### src/rtl/mips_pkg.sv
// Shared definitions for the pipeline sequencing controller.
//   seq_state_e         : sequencer FSM state encoding
//   MDU_TIMEOUT_DEFAULT : default cycle limit for a multicycle MDU op
//   REG_ZERO            : architectural zero register index
package mips_pkg;

  typedef enum logic [1:0] {
    ST_RUN        = 2'd0,
    ST_REDIR_PEND = 2'd1,
    ST_MDU_WAIT   = 2'd2
  } seq_state_e;

  localparam int MDU_TIMEOUT_DEFAULT = 64;

  localparam logic [4:0] REG_ZERO = 5'd0;

endpackage

### src/rtl/load_use_detect.sv
// Load-use hazard detector (purely combinational).
//   mem_read_ex_i : load instruction in EX
//   rt_ex_i       : load destination register
//   rs_id_i       : ID source register rs
//   rt_id_i       : ID source register rt
//   uses_rt_id_i  : ID instruction actually reads rt
//   load_use_o    : ID must stall one cycle behind the load
module load_use_detect
  import mips_pkg::*;
(
  input  logic       mem_read_ex_i,
  input  logic [4:0] rt_ex_i,
  input  logic [4:0] rs_id_i,
  input  logic [4:0] rt_id_i,
  input  logic       uses_rt_id_i,
  output logic       load_use_o
);

  // Writes to r0 are discarded, so a load targeting it never creates a hazard.
  assign load_use_o = mem_read_ex_i && (rt_ex_i != REG_ZERO) &&
                      ((rt_ex_i == rs_id_i) || (uses_rt_id_i && (rt_ex_i == rt_id_i)));

endmodule

### src/rtl/pipe_seq_ctrl.sv
// Pipeline sequencing controller: PC/IF-ID/ID-EX write enables, flushes,
// EX/MEM bubble, redirect target latching, MDU wait with timeout, and
// saturating stall/flush performance counters.
//
//   state         | meaning
//   --------------+-----------------------------------------------------
//   ST_RUN        | normal flow; resolves redirect/MDU/load-use/fetch stall
//   ST_REDIR_PEND | redirect accepted, waiting for imem_ready to load PC
//   ST_MDU_WAIT   | multicycle MDU busy; pipeline frozen until done/timeout
//
// Ports:
//   clk, rst_n                      : clock, async active-low reset
//   mem_read_ex, rt_ex              : load in EX and its destination
//   rs_id, rt_id, uses_rt_id        : ID source registers
//   redirect_valid, redirect_pc     : branch/jump redirect from EX
//   mdu_start_ex, mdu_done          : MDU handshake
//   imem_ready                      : instruction memory accepts fetch
//   pc_write ... exmem_bubble       : pipeline control outputs
//   pc_target                       : PC to load when pc_load_redirect=1
//   mdu_timeout_err                 : sticky MDU timeout flag
//   stall_cnt, flush_cnt            : saturating performance counters
module pipe_seq_ctrl
  import mips_pkg::*;
#(
  parameter int MDU_TIMEOUT = MDU_TIMEOUT_DEFAULT,
  parameter int CNT_W       = 16
) (
  input  logic             clk,
  input  logic             rst_n,
  input  logic             mem_read_ex,
  input  logic [4:0]       rt_ex,
  input  logic [4:0]       rs_id,
  input  logic [4:0]       rt_id,
  input  logic             uses_rt_id,
  input  logic             redirect_valid,
  input  logic [31:0]      redirect_pc,
  input  logic             mdu_start_ex,
  input  logic             mdu_done,
  input  logic             imem_ready,
  output logic             pc_write,
  output logic             pc_load_redirect,
  output logic             ifid_write,
  output logic             ifid_flush,
  output logic             idex_write,
  output logic             idex_flush,
  output logic             exmem_bubble,
  output logic             mdu_timeout_err,
  output logic [31:0]      pc_target,
  output logic [CNT_W-1:0] stall_cnt,
  output logic [CNT_W-1:0] flush_cnt
);

  localparam int TMR_W = (MDU_TIMEOUT > 1) ? $clog2(MDU_TIMEOUT) : 1;
  // Down-counter reaches zero on the MDU_TIMEOUT-th waiting cycle.
  localparam logic [TMR_W-1:0] TMR_LOAD = TMR_W'(MDU_TIMEOUT - 1);

  seq_state_e       state_q, state_d;
  logic [31:0]      target_q, target_d;
  logic [TMR_W-1:0] tmr_q, tmr_d;
  logic             err_q, err_d;
  logic [CNT_W-1:0] stall_q, flush_q;

  logic        load_use;
  logic        pc_write_c, pc_load_c, ifid_write_c, ifid_flush_c;
  logic        idex_write_c, idex_flush_c, bubble_c;
  logic [31:0] pc_target_c;

  load_use_detect u_load_use (
    .mem_read_ex_i (mem_read_ex),
    .rt_ex_i       (rt_ex),
    .rs_id_i       (rs_id),
    .rt_id_i       (rt_id),
    .uses_rt_id_i  (uses_rt_id),
    .load_use_o    (load_use)
  );

  always_comb begin
    state_d      = state_q;
    target_d     = target_q;
    tmr_d        = tmr_q;
    err_d        = err_q;
    pc_write_c   = 1'b1;
    pc_load_c    = 1'b0;
    ifid_write_c = 1'b1;
    ifid_flush_c = 1'b0;
    idex_write_c = 1'b1;
    idex_flush_c = 1'b0;
    bubble_c     = 1'b0;
    pc_target_c  = target_q;

    unique case (state_q)
      ST_RUN: begin
        if (redirect_valid) begin
          ifid_flush_c = 1'b1;
          idex_flush_c = 1'b1;
          pc_target_c  = redirect_pc;
          if (imem_ready) begin
            pc_load_c = 1'b1;
          end else begin
            pc_write_c = 1'b0;
            target_d   = redirect_pc;
            state_d    = ST_REDIR_PEND;
          end
        end else if (mdu_start_ex) begin
          pc_write_c   = 1'b0;
          ifid_write_c = 1'b0;
          idex_write_c = 1'b0;
          bubble_c     = 1'b1;
          tmr_d        = TMR_LOAD;
          state_d      = ST_MDU_WAIT;
        end else if (load_use) begin
          pc_write_c   = 1'b0;
          ifid_write_c = 1'b0;
          idex_flush_c = 1'b1;
        end else if (!imem_ready) begin
          pc_write_c   = 1'b0;
          ifid_flush_c = 1'b1;
        end
      end

      ST_REDIR_PEND: begin
        ifid_flush_c = 1'b1;
        idex_flush_c = 1'b1;
        if (imem_ready) begin
          pc_load_c = 1'b1;
          state_d   = ST_RUN;
        end else begin
          pc_write_c = 1'b0;
        end
      end

      ST_MDU_WAIT: begin
        if (mdu_done) begin
          state_d = ST_RUN;
        end else begin
          pc_write_c   = 1'b0;
          ifid_write_c = 1'b0;
          idex_write_c = 1'b0;
          bubble_c     = 1'b1;
          if (tmr_q == '0) begin
            err_d   = 1'b1;
            state_d = ST_RUN;
          end else begin
            tmr_d = tmr_q - TMR_W'(1);
          end
        end
      end

      default: state_d = ST_RUN;
    endcase
  end

  always_ff @(posedge clk or negedge rst_n) begin
    if (!rst_n) begin
      state_q  <= ST_RUN;
      target_q <= '0;
      tmr_q    <= '0;
      err_q    <= 1'b0;
      stall_q  <= '0;
      flush_q  <= '0;
    end else begin
      state_q  <= state_d;
      target_q <= target_d;
      tmr_q    <= tmr_d;
      err_q    <= err_d;
      if (!pc_write_c && (stall_q != '1)) stall_q <= stall_q + CNT_W'(1);
      if (idex_flush_c && (flush_q != '1)) flush_q <= flush_q + CNT_W'(1);
    end
  end

  // Combinational outputs are forced low for the whole time reset is held.
  assign pc_write         = rst_n & pc_write_c;
  assign pc_load_redirect = rst_n & pc_load_c;
  assign ifid_write       = rst_n & ifid_write_c;
  assign ifid_flush       = rst_n & ifid_flush_c;
  assign idex_write       = rst_n & idex_write_c;
  assign idex_flush       = rst_n & idex_flush_c;
  assign exmem_bubble     = rst_n & bubble_c;
  assign pc_target        = rst_n ? pc_target_c : 32'd0;
  assign mdu_timeout_err  = err_q;
  assign stall_cnt        = stall_q;
  assign flush_cnt        = flush_q;

endmodule

### config.mk
export PLATFORM = sky130hd
export DESIGN_NAME = pipe_seq_ctrl
export DESIGN_NICKNAME = d
export VERILOG_FILES = /design/src/rtl/mips_pkg.sv /design/src/rtl/load_use_detect.sv /design/src/rtl/pipe_seq_ctrl.sv
export SDC_FILE = /design/constraint.sdc
export NUM_CORES = 1
export LEC_CHECK = 0
export CAP_MARGIN = 10
export CORE_ASPECT_RATIO = 1.75
export CORE_MARGIN = 2
export CORE_UTILIZATION = 44
export CTS_BUF_LIST = sky130_fd_sc_hd__clkbuf_8
export CTS_CLUSTER_DIAMETER = 200
export DETAILED_ROUTE_END_ITERATION = 8
export GPL_TIMING_DRIVEN = 0
export PLACE_DENSITY = 0.89
export RECOVER_POWER = 100
export SYNTH_ARGS = -nofsm -noshare
export SYNTH_HDL_FRONTEND = slang
export SYNTH_HIERARCHICAL = 1
export SYNTH_SLANG_ARGS = --single-unit
### constraint.sdc
create_clock -name clk -period 1.8 [get_ports clk]
set_input_delay 0.36 -clock clk [delete_from_list [all_inputs] [get_ports clk]]
set_output_delay 0.36 -clock clk [all_outputs]
set_load 0.01 [all_outputs]
; Word-level counts from Yosys, hierarchy flattened
; Cells that the tools add are included.
[totals]
ff_bits = 73
output_inout_bits = 72
elab_cells = 90
[op_classes]
n_addsub = 3
n_eq_ne = 14
mux = 43
n_bitwise = 9
n_reduce_logical = 15
[op_table]
columns = cell, n
row1 = 32-bit 2-to-1 mux, 3
row2 = 16-bit by 1-bit adder with 16-bit output (second input constant), 2
row3 = 16-bit inequality test (second input constant), 2
row4 = 6-bit 2-to-1 mux, 4
row5 = 1-bit 2-to-1 mux, 21
row6 = 2-bit 2-to-1 mux, 6
row7 = 1-bit case mux with 2 select lines, 6
row8 = 6-bit case mux with 2 select lines, 1
row9 = 5-bit equality test, 2
row10 = 2-bit inequality test (second input constant), 5
row11 = 3-bit inequality test (second input constant), 3
row12 = 1-bit bitwise AND, 7
row13 = 6-bit logical NOT, 1
row14 = 2-bit case mux with 3 select lines, 1
row15 = 3-bit AND reduction, 2
row16 = 6-bit by 1-bit subtractor with 6-bit output (second input constant), 1
row17 = 1-bit logical AND, 5
row18 = 5-bit AND reduction, 1
row19 = 5-bit nonzero test, 1
row20 = 4-bit AND reduction, 1
row21 = 1-bit case mux with 3 select lines, 1
row22 = 2-bit by 1-bit equality test with 1-bit output (second input constant), 1
row23 = 2-bit equality test (second input constant), 1
row24 = 2-bit logical NOT, 1
row25 = 4 further kinds, 5

; Longest topological paths before layout
[depth]
depth_word = 10
mapped_depth = 9
depth_no_buf = 8

; Modules after synthesis
; The synthesis kept the hierarchy.
[modules_own_cells]
columns = module, n_inst, cells_per_inst, area_each_um2, seq_area_each_um2
row1 = pipe_seq_ctrl, 1, 387, 3896.2, 1826.8
row2 = load_use_detect, 1, 17, 132.6, 0.0

; Least setup slack after synthesis
; Ideal clock, no wire load.
[synth_path]
path_type = input to output
start = input port rt_ex[1]
end = output port pc_write
t_arrival_ns = 1.811
slack_ns = -0.371
stages = 7
n_path_buf = 0
path_cell_list = or4_1 o21ai_1 a21oi_1 o21bai_1 o21a_1 o21a_1 a21boi_0
[synth_via]
elab_chain_len = 9
[synth_rtl]
columns = element, line_no
row1 = start: declaration, pipe_seq_ctrl.sv:31  ; input logic [4:0] rt_ex,
row2 = 5-bit equality test, load_use_detect.sv:21  ; ((rt_ex_i == rs_id_i) || (uses_rt_id_i && (rt_ex_i == rt_id_i)));
row3 = 1-bit logical AND, load_use_detect.sv:21
row4 = 1-bit logical OR, load_use_detect.sv:21
row5 = 1-bit logical AND (*), load_use_detect.sv:20  ; assign load_use_o = mem_read_ex_i && (rt_ex_i != REG_ZERO) &&
row6 = via load_use, pipe_seq_ctrl.sv:63  ; logic load_use;
row7 = 1-bit 2-to-1 mux (*), pipe_seq_ctrl.sv:111  ; end else if (load_use) begin
row8 = 1-bit 2-to-1 mux (*), pipe_seq_ctrl.sv:104  ; end else if (mdu_start_ex) begin
row9 = 1-bit 2-to-1 mux (*), pipe_seq_ctrl.sv:93  ; if (redirect_valid) begin
row10 = 1-bit case mux with 3 select lines (*), pipe_seq_ctrl.sv:91  ; unique case (state_q)
row11 = 1-bit bitwise AND (*), pipe_seq_ctrl.sv:172  ; assign pc_write = rst_n & pc_write_c;
row12 = end: declaration, pipe_seq_ctrl.sv:40  ; output logic pc_write,
; The timed path passes the listed nets; every way through them passes the cells marked *.

; Final worst setup path
[layout_path]
start = input port rt_ex[4]
end = output port pc_write
; Same word-level chain as after synthesis.

==> flow_summary.yaml <==
run_status:
  status: "complete, but fails checks"
  failed_checks: "hold timing, setup timing"
critical_path:
  worst_ep_arrival_time_ps: 2010
  slowest_delay_ps: 530
  critPathTopFamily: "compound AO/OA/AOI/OAI gates"
  critical_path.most_common_cell: "o21a_1"
  rrSetupSlack_ps: -170
  cp.buffers_inverters: 2
  critPathRequiredTime_ps: 1440
  path_cells: "buf_8 -> or4_4 -> o21ai_2 -> a21oi_2 -> o21bai_1 -> o21a_1 -> o21a_1 -> a21boi_4 -> buf_6"
  critPathKind: "input port to output pin"
  cp-start-kind: "input port"
  worstRegToRegCells: 9
  cp-end-kind: "output pin"
  rr_endpoint: "flush_cnt[15]$_DFFE_PN0P_"
  r2r-start: "state_q[0]$_DFFE_PN0P_"
  path_max_fanout: 3
  crit_slowest_cell: "or4_4"
cts:
  cts_tree: "done"
  insertion_delay_ps: 370
  cts_sinks: 73
  cts_htree_levels: 3
  clockBufferDepth: 2
  cts_buffers: 9
  cts-root-buf: "clkbuf_8"
  clk_pin_slew_ps: 70
timing:
  rsz0062_at_grt: "true"
  finalClockSkew_ps: 7.49
  relSlewSlack: 0.543
  hold_slack_ps: -3.54
  fin_crit_ps: 2370
  fmax_mhz: 422
  hold_viol: 1
  post-route-period-util: 1.32
  slew_viol_final: 0
  setup_slack_ps: -571
  worst_pin_slew_ps: 683
  setup_viol: 74
synthesis:
  synth_compound_area_frac: 0.0975
  synth_seq_cells: 73
  synth_top_family_by_area: "simple AND/OR/NAND/NOR gates"
  yosys.area_share.adder: 0.0124
  synth_top_area_cell: "dfrtp_1"
  syn-cell-area_um2: 4030
  syn_area_per_cell_um2: 9.97
  synth-seq-area-share: 0.453
  yosysUniqueCellTypes: 43
  synth_fp_nets: 463
  ys_warn_count: 6
  synth.area.top_cells: "dfrtp_1 45%, mux2_2 9.5%, xor2_1 7.4%"
  synthMuxAreaShare: 0.100
  synthDominantCellAreaShare: 0.453
  synth-simple-area-share: 0.218
  synthXorXnorAreaFrac: 0.0891
  netlist_instances: 404
die:
  die_h_um: 131
  die-area_um2: 9970
  coreArea_um2: 8980
  die_x_um: 76.3
  ios: 127
  start_util: 0.449
  core.rowCount: 46
finish:
  mostFrequentLayoutCells: "70 x clkdlybuf4s50_1, 66 x dfrtp_1, 50 x nand2_1, 43 x buf_2, 34 x buf_6"
  layout-drive-gt1-share: 0.457
  layout_commonest_cell: "clkdlybuf4s50_1"
  n_antenna_cell: 0
  area_growth_pct: 70.6
  fin_util: 0.765
  num-nets-final: 656
routing:
  vias: 3907
  viasPerCell: 5.41
  drt_first_pass_iters: 5
  antenna_left: 0
  drc: 0
  wl_per_cell_um: 18.7
  drt_iter0_drc: 218
  wl_um: 13500
place:
  place_ws_ps: -1370
  port_buffers: 126
  dp.final_hpwl_um: 8280
  place.gp.congestion: 0.808
global_routing:
  overflow: 0
  antenna_found_initial: 0
  grt_use_total: 0.250
  first_global_vias: 4105
  grt_pass1_wl_um: 19700
  grt_max_degree: 77
power_and_ir_drop:
  p_leak_nw: 2.95
  power.switching_mw: 2.68
  power_frac_comb: 0.440
  total_power_mw: 7.21
  vdd_drop_max_mv: 0.972
  cellPowerDensity_nw_per_um2: 1050
  p_seq_frac: 0.368
  p_int_mw: 4.53
  sw_frac_of_total: 0.372
  p_clk_frac: 0.192
run:
  cap_violations: 0
hold_path:
  hold_class: "input port to async pin"
[worst max path at each step]
stage                  start                to  cells after the start
floorplan           rt_ex[1]          pc_write                      7
global placement       rst_n  pc_load_redirect                      4
detailed placement  rt_ex[1]          pc_write                      9
CTS                 rt_id[3]          pc_write                     10
global route        rt_ex[4]          pc_write                      9
finish              rt_ex[4]          pc_write                      9
[cells in the mapped netlist]
cell       number
a21o_1          3
buf_2          10
or4_1           1
o21a_1          3
nand3_1        15
dfrtp_1        73
and3_1          4
nor3b_2         1
and4_1          4
a2111o_1        1
nand2_1        74
o21ai_2         1
o21ai_1         1
a21boi_0       33
a31oi_1         1
ha_1            4
mux2_1          1
or3_1           3
buf_6           2
or2_1           1
nor3b_1         4
xnor2_1         7
nor3_1         14
nand3b_1        2
nor4_1         10
xor2_1         34
inv_1           4
a21oi_1         3
and2_1          1
mux2i_1         1
nor4_2          2
nor4b_1         4
nand4_1        12
o21ai_0         4
a32o_2          1
nor2_1         12
nand2b_1        5
nor2_2          1
or2_2           3
o21bai_1        1
a2111oi_2       1
clkbuf_1        8
mux2_2         34
[cell families (layout without fill, tap and decap cells)]
kind of cell | Yosys count | count (layout)
buffers and inverters | 24 | 222
AOI/OAI and AO/OA | 53 | 53
adders and majority gates | 4 | 4
muxes | 36 | 36
and+or+nand+nor | 173 | 173
xor gates and xnor gates | 41 | 41
DFF | 73 | 73
[registers in the layout, summed over array words and instances, names as in the netlist]
name and cells:
target_q 32, mdu_timeout_err 1, state_q 2, stall_cnt 16, tmr_q 6, flush_cnt 16
[power by group through the flow]
stage / logic (mW) / registers (mW) / clock network, mW
floorplan: 1.39 / 2.62 / 0
global placement: 2.54 / 2.58 / 0
detailed placement: 2.64 / 2.62 / 0
CTS: 2.91 / 2.60 / 1.41
global route: 3.38 / 2.72 / 1.47
finish: 3.17 / 2.65 / 1.39
[cell type report]
type / count / area, µm²
Buffer: 19 / 221
Clock buffer: 9 / 124
Clock inverter: 7 / 86.3
Fill cell: 576 / 2110
Inverter: 4 / 15.0
Multi-Input combinational cell: 307 / 2780
Sequential cell: 73 / 1840
Tap cell: 120 / 150
Timing Repair Buffer: 183 / 1660
[through the flow]
step	hold slack [ps]	setup TNS [ps]	cells	cell area (µm²)
after CTS	34.3	-19700	706	6420
final	-3.54	-22760	722	6870
after global routing	61.1	-27180	722	6870
after floorplan	64.4	-4530	404	4310
after detailed placement	185	-71000	651	5750
after global placement	444	-326720	650	5720
[timing repair]
action	CTS	global route
setup endpoints to repair	102	106
gates resized for setup	294	100
pin swaps	47	68
hold buffers	1	0
buffers inserted	38	16
endpoints found under the hold margin	5	0
gates cloned	4	2
[metal layers]
layer,global-route usage,wire length [µm]
met5,0,0
met4,0.130,382
met3,0.0563,693
met2,0.488,7670
met1,0.244,4760
No activity file was read; power rests on OpenSTA's default activity.
